==> config.mk <==
export PLATFORM = sky130hd
export DESIGN_NAME = pong_game_ctrl_flat
export DESIGN_NICKNAME = d
export VERILOG_FILES = /design/src/rtl/pong_pkg.sv /design/src/rtl/pong_game_ctrl_if.sv /design/src/rtl/pong_frame_tick.sv /design/src/rtl/pong_game_ctrl.sv /design/src/flat_wrapper.sv
export SDC_FILE = /design/constraint.sdc
export NUM_CORES = 1
export LEC_CHECK = 0
export ABC_AREA = 1
export CORE_MARGIN = 2
export CORE_UTILIZATION = 35
export CTS_CLUSTER_DIAMETER = 120
export CTS_CLUSTER_SIZE = 8
export DETAILED_ROUTE_END_ITERATION = 16
export GPL_ROUTABILITY_DRIVEN = 1
export GPL_TIMING_DRIVEN = 0
export PLACE_DENSITY = 0.51
export SLEW_MARGIN = 20
export SYNTH_ARGS = -nofsm -noshare
export SYNTH_HDL_FRONTEND = slang
export SYNTH_HIERARCHICAL = 1
export SYNTH_SLANG_ARGS = --single-unit
export TNS_END_PERCENT = 100
==> constraint.sdc <==
create_clock -name i_clk -period 2.7 [get_ports i_clk]
set_input_delay 0.675 -clock i_clk [delete_from_list [all_inputs] [get_ports i_clk]]
set_output_delay 0.675 -clock i_clk [all_outputs]
set_load 0.01 [all_outputs]
==> src/rtl/pong_pkg.sv <==
// Shared constants, state encoding and small helpers for the pong game controller.
package pong_pkg;

  localparam logic [5:0] GRID_W   = 6'd40;
  localparam logic [5:0] GRID_H   = 6'd30;
  localparam logic [5:0] CENTRE_X = 6'd19;
  localparam logic [5:0] CENTRE_Y = 6'd14;
  localparam logic [5:0] LPAD_COL = 6'd1;
  localparam logic [5:0] RPAD_COL = 6'd38;

  typedef enum logic [2:0] {
    ST_IDLE      = 3'd0,
    ST_SERVE     = 3'd1,
    ST_PLAY      = 3'd2,
    ST_POINT     = 3'd3,
    ST_GAME_OVER = 3'd4
  } game_state_t;

  // True when row lies inside the paddle span [top, top+len-1].
  function automatic logic in_span(input logic [5:0] row, input logic [5:0] top,
                                   input logic [5:0] len);
    return (row >= top) && (row < top + len);
  endfunction

  // One paddle move: up decrements, dn increments, both or neither holds; clamped.
  function automatic logic [5:0] pad_move(input logic [5:0] top, input logic up,
                                          input logic dn, input logic [5:0] max_top);
    if (up && !dn && (top != 6'd0)) begin
      return top - 6'd1;
    end else if (dn && !up && (top < max_top)) begin
      return top + 6'd1;
    end else begin
      return top;
    end
  endfunction

endpackage

==> src/rtl/pong_game_ctrl_if.sv <==
// Signal bundle between the pong controller and the display/input top level.
interface pong_game_ctrl_if;
  logic       vsync;
  logic       start;
  logic       p1_up;
  logic       p1_dn;
  logic       p2_up;
  logic       p2_dn;
  logic [9:0] tile_x;
  logic [9:0] tile_y;
  logic       ball_on;
  logic       paddle_on;
  logic [3:0] score_l;
  logic [3:0] score_r;
  logic [2:0] game_state;
  logic       game_over;

  modport slave (
    input  vsync, start, p1_up, p1_dn, p2_up, p2_dn, tile_x, tile_y,
    output ball_on, paddle_on, score_l, score_r, game_state, game_over
  );

  modport master (
    output vsync, start, p1_up, p1_dn, p2_up, p2_dn, tile_x, tile_y,
    input  ball_on, paddle_on, score_l, score_r, game_state, game_over
  );
endinterface

==> src/rtl/pong_frame_tick.sv <==
// Vsync falling-edge detector plus a frame divider that strobes every DIV-th counted tick.
module pong_frame_tick #(
  parameter int DIV = 4
) (
  input  logic i_clk,
  input  logic i_reset,
  input  logic i_vsync,
  input  logic i_en,
  input  logic i_clr,
  output logic o_tick,
  output logic o_step
);
  localparam logic [3:0] LAST = 4'(DIV - 1);

  logic       r_vsync_q;
  logic [3:0] r_cnt;
  logic       w_tick;

  assign w_tick = r_vsync_q & ~i_vsync;
  assign o_tick = w_tick;
  assign o_step = w_tick & i_en & ~i_clr & (r_cnt == LAST);

  // Delay vsync for edge detection and count enabled ticks, wrapping at DIV.
  always_ff @(posedge i_clk) begin
    if (i_reset) begin
      r_vsync_q <= 1'b1;
      r_cnt     <= 4'd0;
    end else begin
      r_vsync_q <= i_vsync;
      if (i_clr) begin
        r_cnt <= 4'd0;
      end else if (w_tick && i_en) begin
        r_cnt <= (r_cnt == LAST) ? 4'd0 : r_cnt + 4'd1;
      end
    end
  end
endmodule

==> src/rtl/pong_game_ctrl.sv <==
// Pong game sequencer: ball/paddle motion, scoring, game FSM and registered pixel flags.
module pong_game_ctrl
  import pong_pkg::*;
#(
  parameter int BALL_DIV     = 4,
  parameter int PADDLE_DIV   = 2,
  parameter int PADDLE_LEN   = 4,
  parameter int SERVE_FRAMES = 60,
  parameter int WIN_SCORE    = 9
) (
  input  logic            i_clk,
  input  logic            i_reset,
  pong_game_ctrl_if.slave bus
);
  localparam logic [5:0] PLEN       = 6'(PADDLE_LEN);
  localparam logic [5:0] PAD_MAX    = GRID_H - PLEN;
  localparam logic [3:0] WIN        = 4'(WIN_SCORE);
  localparam logic [7:0] SERVE_LAST = 8'(SERVE_FRAMES - 1);

  game_state_t r_state, w_next;
  logic [5:0]  r_bx, r_by, r_lpad, r_rpad;
  logic        r_dx_neg, r_dy_neg;
  logic [3:0]  r_score_l, r_score_r;
  logic [7:0]  r_serve_cnt;
  logic        r_ball_on, r_paddle_on, r_game_over;

  logic        w_tick_ball, w_tick_pad, w_tick;
  logic        w_ball_step, w_pad_step, w_new_game;
  logic [5:0]  w_bx_nxt, w_by_nxt;
  logic        w_dx_neg_nxt, w_dy_neg_nxt;
  logic        w_in_grid, w_ball_hit, w_pad_hit;

  // Ball divider only counts while playing; held clear otherwise so it restarts on entry.
  pong_frame_tick #(.DIV(BALL_DIV)) u_ball_tick (
    .i_clk(i_clk), .i_reset(i_reset), .i_vsync(bus.vsync),
    .i_en(r_state == ST_PLAY), .i_clr(r_state != ST_PLAY),
    .o_tick(w_tick_ball), .o_step(w_ball_step)
  );

  pong_frame_tick #(.DIV(PADDLE_DIV)) u_pad_tick (
    .i_clk(i_clk), .i_reset(i_reset), .i_vsync(bus.vsync),
    .i_en((r_state == ST_SERVE) || (r_state == ST_PLAY)), .i_clr(1'b0),
    .o_tick(w_tick_pad), .o_step(w_pad_step)
  );

  // Both detectors watch the same vsync, so either one is a valid frame tick.
  assign w_tick     = w_tick_ball | w_tick_pad;
  assign w_new_game = ((r_state == ST_IDLE) || (r_state == ST_GAME_OVER)) && bus.start;

  // Candidate ball position/direction for the next step, walls and paddles reflecting independently.
  always_comb begin
    w_by_nxt     = r_by;
    w_dy_neg_nxt = r_dy_neg;
    w_bx_nxt     = r_bx;
    w_dx_neg_nxt = r_dx_neg;
    if ((r_by == 6'd0) && r_dy_neg) begin
      w_dy_neg_nxt = 1'b0;
      w_by_nxt     = 6'd1;
    end else if ((r_by == GRID_H - 6'd1) && !r_dy_neg) begin
      w_dy_neg_nxt = 1'b1;
      w_by_nxt     = GRID_H - 6'd2;
    end else if (r_dy_neg) begin
      w_by_nxt = r_by - 6'd1;
    end else begin
      w_by_nxt = r_by + 6'd1;
    end
    if ((r_bx == LPAD_COL + 6'd1) && r_dx_neg && in_span(r_by, r_lpad, PLEN)) begin
      w_dx_neg_nxt = 1'b0;
      w_bx_nxt     = LPAD_COL + 6'd2;
    end else if ((r_bx == RPAD_COL - 6'd1) && !r_dx_neg && in_span(r_by, r_rpad, PLEN)) begin
      w_dx_neg_nxt = 1'b1;
      w_bx_nxt     = RPAD_COL - 6'd2;
    end else if (r_dx_neg) begin
      w_bx_nxt = r_bx - 6'd1;
    end else begin
      w_bx_nxt = r_bx + 6'd1;
    end
  end

  // Game FSM next-state logic.
  always_comb begin
    w_next = r_state;
    case (r_state)
      ST_IDLE: begin
        if (bus.start) w_next = ST_SERVE;
        else           w_next = ST_IDLE;
      end
      ST_SERVE: begin
        if (w_tick && (r_serve_cnt == SERVE_LAST)) w_next = ST_PLAY;
        else                                       w_next = ST_SERVE;
      end
      ST_PLAY: begin
        if (w_ball_step && ((w_bx_nxt == 6'd0) || (w_bx_nxt == GRID_W - 6'd1))) w_next = ST_POINT;
        else                                                                   w_next = ST_PLAY;
      end
      ST_POINT: begin
        if ((r_score_l == WIN) || (r_score_r == WIN)) w_next = ST_GAME_OVER;
        else                                          w_next = ST_SERVE;
      end
      ST_GAME_OVER: begin
        if (bus.start) w_next = ST_SERVE;
        else           w_next = ST_GAME_OVER;
      end
      default: w_next = ST_IDLE;
    endcase
  end

  // State register and its game-over flag.
  always_ff @(posedge i_clk) begin
    if (i_reset) begin
      r_state     <= ST_IDLE;
      r_game_over <= 1'b0;
    end else begin
      r_state     <= w_next;
      r_game_over <= (w_next == ST_GAME_OVER);
    end
  end

  // Ball, scores, paddles and serve-delay counter.
  always_ff @(posedge i_clk) begin
    if (i_reset) begin
      r_bx        <= CENTRE_X;
      r_by        <= CENTRE_Y;
      r_dx_neg    <= 1'b0;
      r_dy_neg    <= 1'b0;
      r_score_l   <= 4'd0;
      r_score_r   <= 4'd0;
      r_lpad      <= 6'd13;
      r_rpad      <= 6'd13;
      r_serve_cnt <= 8'd0;
    end else begin
      if (w_new_game) begin
        r_score_l <= 4'd0;
        r_score_r <= 4'd0;
        r_bx      <= CENTRE_X;
        r_by      <= CENTRE_Y;
        if (r_state == ST_GAME_OVER) r_dx_neg <= 1'b0;
      end else if (w_ball_step) begin
        r_bx     <= w_bx_nxt;
        r_by     <= w_by_nxt;
        r_dx_neg <= w_dx_neg_nxt;
        r_dy_neg <= w_dy_neg_nxt;
        if ((w_bx_nxt == 6'd0) && (r_score_r < WIN)) r_score_r <= r_score_r + 4'd1;
        if ((w_bx_nxt == GRID_W - 6'd1) && (r_score_l < WIN)) r_score_l <= r_score_l + 4'd1;
      end else if ((r_state == ST_POINT) && (w_next == ST_SERVE)) begin
        // Serve toward the player who just lost the point.
        r_bx     <= CENTRE_X;
        r_by     <= CENTRE_Y;
        r_dx_neg <= (r_bx == 6'd0);
        r_dy_neg <= 1'b0;
      end
      if (w_pad_step) begin
        r_lpad <= pad_move(r_lpad, bus.p1_up, bus.p1_dn, PAD_MAX);
        r_rpad <= pad_move(r_rpad, bus.p2_up, bus.p2_dn, PAD_MAX);
      end
      if (r_state != ST_SERVE) r_serve_cnt <= 8'd0;
      else if (w_tick)         r_serve_cnt <= r_serve_cnt + 8'd1;
    end
  end

  assign w_in_grid  = (bus.tile_x < {4'd0, GRID_W}) && (bus.tile_y < {4'd0, GRID_H});
  assign w_ball_hit = w_in_grid && (r_state != ST_IDLE) &&
                      (bus.tile_x == {4'd0, r_bx}) && (bus.tile_y == {4'd0, r_by});
  assign w_pad_hit  = w_in_grid &&
                      (((bus.tile_x == {4'd0, LPAD_COL}) && in_span(bus.tile_y[5:0], r_lpad, PLEN)) ||
                       ((bus.tile_x == {4'd0, RPAD_COL}) && in_span(bus.tile_y[5:0], r_rpad, PLEN)));

  // Pixel flags registered one cycle behind the tile coordinates.
  always_ff @(posedge i_clk) begin
    if (i_reset) begin
      r_ball_on   <= 1'b0;
      r_paddle_on <= 1'b0;
    end else begin
      r_ball_on   <= w_ball_hit;
      r_paddle_on <= w_pad_hit;
    end
  end

  assign bus.ball_on    = r_ball_on;
  assign bus.paddle_on  = r_paddle_on;
  assign bus.score_l    = r_score_l;
  assign bus.score_r    = r_score_r;
  assign bus.game_state = r_state;
  assign bus.game_over  = r_game_over;
endmodule

==> src/flat_wrapper.sv <==
// flat-port wrapper written by rule: the top's interface ports become plain ports
module pong_game_ctrl_flat import pong_pkg::*;
#(
  parameter int BALL_DIV     = 4,
  parameter int PADDLE_DIV   = 2,
  parameter int PADDLE_LEN   = 4,
  parameter int SERVE_FRAMES = 60,
  parameter int WIN_SCORE    = 9
)
  (i_clk, i_reset, bus_vsync, bus_start, bus_p1_up, bus_p1_dn, bus_p2_up, bus_p2_dn, bus_tile_x, bus_tile_y, bus_ball_on, bus_paddle_on, bus_score_l, bus_score_r, bus_game_state, bus_game_over);
  pong_game_ctrl_if bus_i ();
  input  logic i_clk;
  input  logic i_reset;
  input wire logic [$bits(bus_i.vsync)-1:0] bus_vsync;
  input wire logic [$bits(bus_i.start)-1:0] bus_start;
  input wire logic [$bits(bus_i.p1_up)-1:0] bus_p1_up;
  input wire logic [$bits(bus_i.p1_dn)-1:0] bus_p1_dn;
  input wire logic [$bits(bus_i.p2_up)-1:0] bus_p2_up;
  input wire logic [$bits(bus_i.p2_dn)-1:0] bus_p2_dn;
  input wire logic [$bits(bus_i.tile_x)-1:0] bus_tile_x;
  input wire logic [$bits(bus_i.tile_y)-1:0] bus_tile_y;
  output wire logic [$bits(bus_i.ball_on)-1:0] bus_ball_on;
  output wire logic [$bits(bus_i.paddle_on)-1:0] bus_paddle_on;
  output wire logic [$bits(bus_i.score_l)-1:0] bus_score_l;
  output wire logic [$bits(bus_i.score_r)-1:0] bus_score_r;
  output wire logic [$bits(bus_i.game_state)-1:0] bus_game_state;
  output wire logic [$bits(bus_i.game_over)-1:0] bus_game_over;
  assign bus_i.vsync = bus_vsync;
  assign bus_i.start = bus_start;
  assign bus_i.p1_up = bus_p1_up;
  assign bus_i.p1_dn = bus_p1_dn;
  assign bus_i.p2_up = bus_p2_up;
  assign bus_i.p2_dn = bus_p2_dn;
  assign bus_i.tile_x = bus_tile_x;
  assign bus_i.tile_y = bus_tile_y;
  assign bus_ball_on = bus_i.ball_on;
  assign bus_paddle_on = bus_i.paddle_on;
  assign bus_score_l = bus_i.score_l;
  assign bus_score_r = bus_i.score_r;
  assign bus_game_state = bus_i.game_state;
  assign bus_game_over = bus_i.game_over;
  pong_game_ctrl #(.BALL_DIV(BALL_DIV), .PADDLE_DIV(PADDLE_DIV), .PADDLE_LEN(PADDLE_LEN), .SERVE_FRAMES(SERVE_FRAMES), .WIN_SCORE(WIN_SCORE)) u_core (.i_clk(i_clk), .i_reset(i_reset), .bus(bus_i));
endmodule
==> results of run 1 <==
cell usage in the layout, fill, tap and decap left out, drive strengths merged, types with 9 or more instances in the layout:
cell type / instances
a21oi: 58
clkdlybuf4s50: 41
inv: 113
nand4: 20
nand3: 55
clkbuf: 11
nand2: 148
nor3: 14
xor2: 14
o21ai: 26
or2: 10
xnor2: 9
ha: 66
nor2: 70
dfxtp: 58
critical path: stages, from the launching register on:
cell	delay, ns
dfxtp_4	0.44
clkinvlp_4	0.20
ha_2	0.24
nand4_1	0.10
nand3_2	0.15
inv_2	0.14
ha_4	0.22
a21oi_1	0.14
nand2_1	0.10
a21o_1	0.17
a21oi_1	0.16
a21oi_1	0.08
o21ai_0	0.11
o21ai_0	0.10
a21oi_1	0.12
per-stage QoR:
step | setup TNS (ns) | utilization | setup WS, ns | cell area, sq um
final | 0 | 0.432 | 0.158 | 5960
after floorplan | 0 | - | 0.406 | 4910
after global placement | -11.17 | 0.402 | -0.695 | 5540
after detailed placement | -11.30 | 0.402 | -0.687 | 5540
after global routing | -0.00761 | 0.432 | -0.00761 | 5960
after CTS | 0 | 0.426 | 0.00953 | 5870
worst paths after layout:
path	start	end	slack [ns]	depth (start not counted)
max	u_core/r_rpad[2]	u_core/r_rpad[5]	0.16	14
min	u_core/u_ball_tick/r_cnt[1]	u_core/u_ball_tick/r_cnt[1]	0.49	2
max reg2reg	u_core/r_rpad[2]	u_core/r_rpad[5]	0.16	14
min reg2reg	u_core/u_ball_tick/r_cnt[1]	u_core/u_ball_tick/r_cnt[1]	0.49	2
power by group:
part           internal, mW  total, mW  switching [mW]
logic                 0.114      0.265           0.151
clock network         0.738       1.17           0.431
registers             0.861      0.868         0.00755
cell type report:
cell class                 instances  area, sq um
fill                            1473         7820
multi-input combinational        531         3350
sequential                        58         1170
timing repair buffer              46          448
inverter                         115          439
clock buffer                      10          239
tap                              180          225
clock inverter                     6         66.3
buffer                             3         16.3
kinds of logic (layout without fill, tap and decap cells):
| kind of cell | count (synthesis) | in the layout | synth area share |
|---|---|---|---|
| flops | 58 | 58 | 0.237 |
| simple gates | 323 | 323 | 0.309 |
| other cells | 1 | 2 | 0.000765 |
| buf+inv | 119 | 180 | 0.0921 |
| compound gates | 113 | 113 | 0.135 |
| xor+xnor | 23 | 23 | 0.0411 |
| fa+ha+maj | 70 | 70 | 0.185 |
state kept, by name, indices dropped and copies added (netlist names):
signal	cells
u_core/u_ball_tick/r_vsync_q	1
u_core/r_serve_cnt	8
u_core/r_lpad	6
u_core/bus.game_over	1
u_core/bus.score_r	4
u_core/bus.ball_on	1
u_core/u_pad_tick/r_vsync_q	1
u_core/u_ball_tick/r_cnt	4
u_core/bus.score_l	4
u_core/r_bx	6
u_core/bus.game_state	3
u_core/r_by	6
u_core/r_rpad	6
u_core/u_pad_tick/r_cnt	4
u_core/r_dx_neg	1
u_core/bus.paddle_on	1
u_core/r_dy_neg	1
layer usage:
| metal | wire length [um] | global-route usage | up-vias | share of wire |
|---|---|---|---|---|
| met5 | 0 | 0 | - | 0 |
| li1 | - | - | 2451 | - |
| met4 | 94 | 0.0366 | 0 | 0.0073 |
| met2 | 6000 | 0.297 | 69 | 0.47 |
| met1 | 6340 | 0.240 | 2113 | 0.49 |
| met3 | 425 | 0.0362 | 7 | 0.033 |
what timing repair did:
action / in CTS / in global routing
pin swaps: 0 / 3
endpoints found under the setup margin: 19 / 13
gates resized for setup: 7 / 16
setup buffers: 0 / 5
hold buffers: 0 / 0
==> run metrics, run 1 <==
TritonCTS buffer count 9; GRT overflow 0; core area 0.0138 sq mm; Worst setup EP type flop; area of the die 0.0150 sq mm; CTS tree done; Final Hold Vio Count 0; Max-cap violations 0; Rel. slew slack 0.387; clock latency on the worst-skew pair 0.34 ns; largest net degree at the start of global routing 12; synth top area cells dfxtp_1 (24%), ha_1 (17%), nand2_1 (10%); commonest cells in the netlist nand2_1 (136), inv_1 (111), ha_1 (66), nor2_1 (63), dfxtp_1 (58); post-route ant nets 0; VDD IR max 267 uV; initial antenna violation count 0; WL per Instance 13.5 um; CP max FO 8; # diodes 0; number of global-route vias before repair 4323; synthesized area per cell 6.93 sq um; status completed; clock-pin slew on the worst setup and hold paths 0.05 ns; Yosys reg bits 58; CTS Buffer Depth 2; Power Total 2.30 mW; Rows 43; Mapped Area 0.00490 sq mm; fmax 393 MHz; sequential cell area fraction in the yosys report 0.237; Cells after DPL 929; Post-synth EDFFs 0; Pwr Density 387 mW/mm^2; Root Buffer Master clkbuf_16; leading area contributor after synthesis dfxtp_1; CTS H-Tree Depth 3; Netlist cell types 42; # setup viols final 0; clock sinks 58; Residual DRC 0; period utilisation layout 0.942; fraction of registers with async set or reset after synthesis 0; minimum clock period 2.54 ns; CP Class reg2reg; Vias/cell 4.89; Layout Cells excl Fill 949; layout cells sized above 1 0.108; Main synth FF type dfxtp_1; Synth Instances 707; Slew Viols, Final 0; router iterations before antenna repair 5; Area Growth Syn to Fin 21.5%; via count 4640; Critical Path AT 2.81 ns; GPL Wtd Cong 0.899; Vert. Die Dim 122 um; die width 122 um; Synth Warn # 6; IO Pins 42; first-pass GRT wire length 21200 um; most used standard cell by instance count after synthesis nand2_1; initial detailed-routing violation count 313; DP HPWL 10000 um; top-area cell type share of the netlist area 0.237; slew at the pin closest to its max-slew limit 0.911 ns; Worst EP required 2.97 ns; Hold/Removal Path Class reg2reg; Hold WS 0.486 ns; port bufs 41; Leak 2.68 nW; Final Net Count 862; final clock skew 0.0101 ns; CP startpoint kind flop; GRT Util Overall 0.179; initial core utilization 0.356; drt total wl 12900 um
Note: power is estimated with default switching activity, not from simulation.
==> inputs of run 2 (changes only) <==
--- a/config.mk
+++ b/config.mk
@@ -8,11 +8,10 @@
 export ABC_AREA = 1
 export CORE_MARGIN = 2
-export CORE_UTILIZATION = 35
+export CORE_UTILIZATION = 45
 export CTS_CLUSTER_DIAMETER = 120
 export CTS_CLUSTER_SIZE = 8
 export DETAILED_ROUTE_END_ITERATION = 16
 export GPL_ROUTABILITY_DRIVEN = 1
-export GPL_TIMING_DRIVEN = 0
-export PLACE_DENSITY = 0.51
+export PLACE_DENSITY = 0.63
 export SLEW_MARGIN = 20
 export SYNTH_ARGS = -nofsm -noshare
==> constraint.sdc (replaced) <==
create_clock -name i_clk -period 2.7 [get_ports i_clk]
set_input_delay 0.405 -clock i_clk [delete_from_list [all_inputs] [get_ports i_clk]]
set_output_delay 0.405 -clock i_clk [all_outputs]
set_load 0.01 [all_outputs]
==> run 2 against run 1 <==
  * Critical path depth unchanged
  * First-iteration DRC count shrank 23%
  * Clock power decreased by 14%
  * Design area down 1.3%
  * Sequential cell count unchanged
  * Largest cell class unchanged
  * Die area is 22% lower
  * Register-to-register slack worse by 0.05 ns
  * Maximum frequency fell by 2.0%
==> run metrics, run 2 (synthesis results as in run 1) <==
Crit path largest cell delay 0.39 ns (-0.05 ns); layout cells sized above 1 0.104 (-0.00395); area of the die 0.0117 sq mm (-22%); Final Hold Vio Count 0 (unchanged); final worst slack 0.107 ns (-0.0511 ns); Residual DRC 0 (unchanged); area of the multi-input gates 0.00331 sq mm (-1.3%); Slew Viols, Final 0 (unchanged); slew at the pin closest to its max-slew limit 0.697 ns (-0.215 ns); Rel. slew slack 0.523 (+0.137); CP Class reg2reg; Vert. Die Dim 108 um (-11%); max FFs per register 8 (unchanged); worst path cell trace inv_1 > ha_1 > inv_1 > ha_1 > a21oi_1 > o21ai_0 > nor2_1 > nand3_4 > o211ai_4 > nand2_2 > nor2_4 > nand2_2 > nand2_1 > a21oi_1; VDD IR max 200 uV (-25%); DP HPWL 9690 um (-3.3%); router iterations before antenna repair 4 (-1); # diodes 0 (unchanged); Slowest cell on crit path dfxtp_2; Cells after DPL 902 (-2.9%); CTS hold repair buffers 0 (unchanged); Pwr Density 365 mW/mm^2 (-5.6%); CTS H-Tree Depth 3 (unchanged); Max-cap violations 0 (unchanged); GRT overflow 0 (unchanged); core area 0.0107 sq mm (-22%); Worst setup EP type flop; initial core utilization 0.456 (+0.100); clock-pin slew on the worst setup and hold paths 0.08 ns (+0.03 ns); minimum clock period 2.59 ns (+0.0511 ns); Layout Cells excl Fill 919 (-3.2%); port bufs 41 (unchanged); CTS Buffer Depth 2 (unchanged); initial detailed-routing violation count 241 (-23%); TritonCTS buffer count 9 (unchanged); Hold/Removal Path Class reg2reg; via count 4725 (+1.8%); Fillers 1065 (-28%); drt total wl 12500 um (-2.6%); number of global-route vias before repair 4619 (+6.8%); CP startpoint kind flop; GRT busiest layer met2; final clock skew 0.00922 ns (-0.000888 ns); met2 usage 0.392 (+0.0949); most flop-heavy register u_core/r_serve_cnt; post-route ant nets 0 (unchanged); # setup viols final 0 (unchanged); Rows 38 (-12%); Area Growth Syn to Fin 19.9%; clock sinks 58 (unchanged); CTS tree done; Final Core Density 0.547 (+0.114); initial antenna violation count 0 (unchanged); Root Buffer Master clkbuf_8; period utilisation layout 0.960 (+0.0189); status completed; most frequent cells in the layout nand2_1 (135), inv_1 (110), ha_1 (66); Worst R2R Setup Slack 0.11 ns (-0.05 ns); Worst EP required 2.91 ns (-0.06 ns); first-pass GRT wire length 21100 um (-0.58%); Final Net Count 873 (+1.3%); cell family with most CP delay simple AND/OR/NAND/NOR gates; met1 usage 0.281 (+0.0408); WL per Instance 13.6 um (+0.61%); setup TNS 0 ns (unchanged); fmax 386 MHz (-2.0%); GPL Wtd Cong 0.847 (-5.8%); Worst Path Buf+Inv 2 (unchanged); Critical Path AT 2.81 ns (about the same); largest net degree at the start of global routing 16 (+4); GRT Util Overall 0.226 (+0.0475); Leak 2.73 nW (+2.0%); Vias/cell 5.14 (+5.2%); die width 108 um (-11%); worst slack, placed 0.104 ns (+0.790 ns); IO Pins 42 (unchanged); clock latency on the worst-skew pair 0.35 ns (about the same); sequential standard cell area 0.00117 sq mm (-0.21%); commonest non-fill, non-tap cell in the layout nand2_1; CP max FO 8 (unchanged); GR Layer Usage met3 0.0416 (+0.00535)
-- run 2: worst register-to-register path, cell delays in order, from the launching register on --
cell,delay (ns)
dfxtp_2,0.39
inv_1,0.08
ha_1,0.28
inv_1,0.05
ha_1,0.29
a21oi_1,0.15
o21ai_0,0.09
nor2_1,0.27
nand3_4,0.18
o211ai_4,0.15
nand2_2,0.11
nor2_4,0.18
nand2_2,0.09
nand2_1,0.08
a21oi_1,0.06
-- run 2: repair_timing --
item	4_1_cts	5_1_grt
gates resized for setup	0	9
buffers inserted	0	2
hold endpoints to repair	0	0
endpoints found under the setup margin	0	9
-- run 2: path summary, 6_finish.rpt --
check	from	cells after the start	endpoint
setup / recovery	u_core/r_lpad[2]	14	u_core/bus.score_r[2]
hold / removal	u_core/bus.score_r[3]	2	u_core/bus.score_r[3]
setup reg to reg	u_core/r_lpad[2]	14	u_core/bus.score_r[2]
hold reg to reg	u_core/bus.score_r[3]	2	u_core/bus.score_r[3]
-- run 2: layout make-up --
| type | instances | share of cell area |
|---|---|---|
| Multi-Input combinational cell | 531 | 0.563 |
| Clock buffer | 10 | 0.0234 |
| Tap cell | 140 | 0.0298 |
| Timing Repair Buffer | 60 | 0.0941 |
| Inverter | 115 | 0.0735 |
| Sequential cell | 58 | 0.199 |
| Clock inverter | 5 | 0.0175 |
-- run 2: stage by stage --
step / cell area (sq um) / total power, mW / hold slack (ns)
final: 5880 / 2.14 / 0.491
after global routing: 5880 / 2.24 / 0.514
after CTS: 5840 / 2.16 / 0.491
after detailed placement: 5600 / 1.15 / 0.480
after global placement: 5600 / 1.14 / 0.474
after floorplan: 4910 / 1.04 / 0.456
-- run 2: power by group --
part,switching [mW],internal [mW]
clock,0.381,0.632
combinational,0.148,0.117
sequential,0.00732,0.859
total,0.537,1.61
-- run 2: layer usage --
layer / wire [um] / share of wire / vias to the layer above
met5: 0 / 0 / -
met4: 199 / 0.016 / 0
met3: 413 / 0.033 / 14
met2: 5980 / 0.48 / 74
met1: 5930 / 0.47 / 2162
li1: - / - / 2475
==> inputs of run 3 (changes only) <==
- CORE_MARGIN: 2 -> not set
- CORE_UTILIZATION: 45 -> 59
- PLACE_DENSITY: 0.63 -> 0.79
==> run 3 against run 2 <==
  * Maximum frequency up 4.1%
  * Design area shrank 1.3%
  * Die area down 26%
  * Non-clock buffer count shrank 2
  * Hold slack worse by 0.00095 ns
  * Critical path type unchanged
  * Critical endpoint is now u_core/bus.score_r[0]
  * Largest cell class unchanged
  * Largest power group unchanged
==> run metrics, run 3 (synthesis results as in run 1) <==
core area 0.00789 sq mm (-27%); final clock skew 0.0154 ns (+0.00621 ns); router iterations before antenna repair 5 (+1); Rel. slew slack 0.620 (+0.0963); Power Total 2.08 mW (-3.2%); most flop-heavy register u_core/r_serve_cnt; initial core utilization 0.622 (+0.165); post-route ant nets 0 (unchanged); area of the multi-input gates 0.00331 sq mm (about the same); port bufs 41 (unchanged); Psw 573 uW (+6.8%); CTS Buffer Depth 2 (unchanged); GRT overflow 0 (unchanged); CTS H-Tree Depth 3 (unchanged); initial detailed-routing violation count 280 (+16%); Worst setup endpoint u_core/bus.score_r[0]; status completed; Pwr Density 358 mW/mm^2 (-2.0%); Final Hold Vio Count 0 (unchanged); clock latency on the worst-skew pair 0.35 ns (about the same); Crit. Startpoint u_core/r_lpad[3]; Final Net Count 871 (-0.23%); Net Sw Frac 0.276 (+0.0259); area post-placement 0.00554 sq mm (-1.1%); worst flop-to-flop path endpoint u_core/bus.score_r[0]; GPL Wtd Cong 0.879 (+3.8%); Worst R2R Setup Slack 0.21 ns (+0.10 ns); VDD IR max 361 uV (+81%); clock-pin slew on the worst setup and hold paths 0.09 ns (about the same); via count 4931 (+4.4%); largest net degree at the start of global routing 16 (unchanged); Worst setup EP type flop; period utilisation layout 0.923 (-0.0379); Fillers 653 (-39%); Comb pwr share 0.131 (+0.007); IO Pins 42 (unchanged); first-pass GRT wire length 21300 um (+0.78%); clock network power share 0.452 (-0.020); max FFs per register 8 (unchanged); minimum clock period 2.49 ns (-0.102 ns); # diodes 0 (unchanged); fmax 401 MHz (+4.1%); clock sinks 58 (unchanged); area of the die 0.00868 sq mm (-26%); Vert. Die Dim 93.2 um (-14%); Critical Path AT 2.71 ns (-0.10 ns); die width 93.2 um (-14%); sequential standard cell area 0.00117 sq mm (-0.11%); TritonCTS buffer count 9 (unchanged); most frequent cells in the layout nand2_1 (136), inv_1 (111), ha_1 (66); WL per Instance 14.4 um (+5.8%); DP HPWL 9670 um (-0.29%); R2R cell count 14 (unchanged); layout cells sized above 1 0.0977 (-0.00629); CP startpoint kind flop; Max-cap violations 0 (unchanged); initial antenna violation count 0 (unchanged); Hold/Removal Path Class reg2reg; CTS tree done; Rows 32 (-16%); Slew Viols, Final 0 (unchanged); Finished Cell Area 0.00580 sq mm (-1.3%); drt total wl 12700 um (+1.3%); Area Growth Syn to Fin 18.3%; unrepaired setup endpoints after global routing no; Residual DRC 0 (unchanged); Leak 2.71 nW (-0.70%); Worst EP required 2.92 ns (about the same); CP Class reg2reg; commonest non-fill, non-tap cell in the layout nand2_1; GRT Util Overall 0.310 (+0.0833); Vias/cell 5.60 (+9.0%); CTS hold repair buffers 0 (unchanged); Flop pwr share 0.417 (+0.013); CP max FO 8 (unchanged); Internal 1.50 mW (-6.5%); # setup viols final 0 (unchanged); setup TNS 0 ns (unchanged); slew at the pin closest to its max-slew limit 0.565 ns (-0.132 ns); reg2reg start u_core/r_lpad[3]; Root Buffer Master clkbuf_8; number of global-route vias before repair 4760 (+3.1%)
run 3: cell types whose count changed in the layout (fill, tap and decap cells not counted), moves of 2 or more:
cell      previous run  this run
nand2_2             11         8
clkinv_4             0         3
buf_4               19        17
nand2_4              2         4
run 3: how the worst min path moves through the flow:
stage                     cells past startpoint                        start                     endpoint
after floorplan                               1        u_core/r_serve_cnt[2]        u_core/r_serve_cnt[2]
after global placement                        1        u_core/r_serve_cnt[2]        u_core/r_serve_cnt[2]
after detailed placement                      2        u_core/bus.score_r[3]        u_core/bus.score_r[3]
after CTS                                     2  u_core/u_ball_tick/r_cnt[1]  u_core/u_ball_tick/r_cnt[1]
after global routing                          2  u_core/u_ball_tick/r_cnt[1]  u_core/u_ball_tick/r_cnt[1]
final                                         2  u_core/u_ball_tick/r_cnt[1]  u_core/u_ball_tick/r_cnt[1]
run 3: layout make-up:
class / instances / area share
sequential: 58 / 0.201
inverter: 115 / 0.0744
clock inverter: 7 / 0.0177
tap: 102 / 0.0220
timing repair buffer: 58 / 0.0928
clock buffer: 9 / 0.0214
multi-input combinational: 531 / 0.571
run 3: routing by layer:
metal	vias up	wire (um)	track usage	part of all wire
li1	2471	-	-	-
met1	2274	5510	0.379	0.43
met2	169	6220	0.542	0.49
met3	17	793	0.0447	0.063
met4	0	154	0.126	0.012
met5	-	0	0	0
run 3: timing repair:
action,in CTS,in global routing
setup buffers,0,2
endpoints found under the setup margin,0,9
gates resized for setup,0,6
run 3: through the flow:
| step | instances | hold WS (ns) | util | worst slack, ns |
|---|---|---|---|---|
| after global routing | 880 | 0.520 | 0.735 | 0.0208 |
| after CTS | 878 | 0.495 | 0.731 | 0.0927 |
| final | 880 | 0.490 | 0.735 | 0.209 |
| after global placement | 862 | 0.475 | 0.702 | 0.223 |
| after detailed placement | 862 | 0.482 | 0.702 | 0.122 |
| after floorplan | 708 | 0.456 | - | 0.406 |
run 3: worst max-delay path, stage by stage (launching register included):
cell and delay, ns:
dfxtp_4 0.38, inv_1 0.09, ha_1 0.29, inv_1 0.05
ha_1 0.28, a21oi_1 0.14, o21ai_0 0.08, nor2_1 0.23
nand3_4 0.21, o211ai_4 0.15, nand2_2 0.09, nor2_4 0.13
nand2_1 0.10, nand2_1 0.09, a21oi_1 0.06
run 3: power by group through the flow:
| stage | Clock (mW) | Sequential, mW | Combinational [mW] |
|---|---|---|---|
| finish | 0.938 | 0.866 | 0.272 |
| global route | 0.987 | 0.866 | 0.301 |
| CTS | 0.948 | 0.867 | 0.265 |
| detailed placement | 0 | 0.887 | 0.261 |
| global placement | 0 | 0.887 | 0.251 |
| floorplan | 0 | 0.886 | 0.158 |
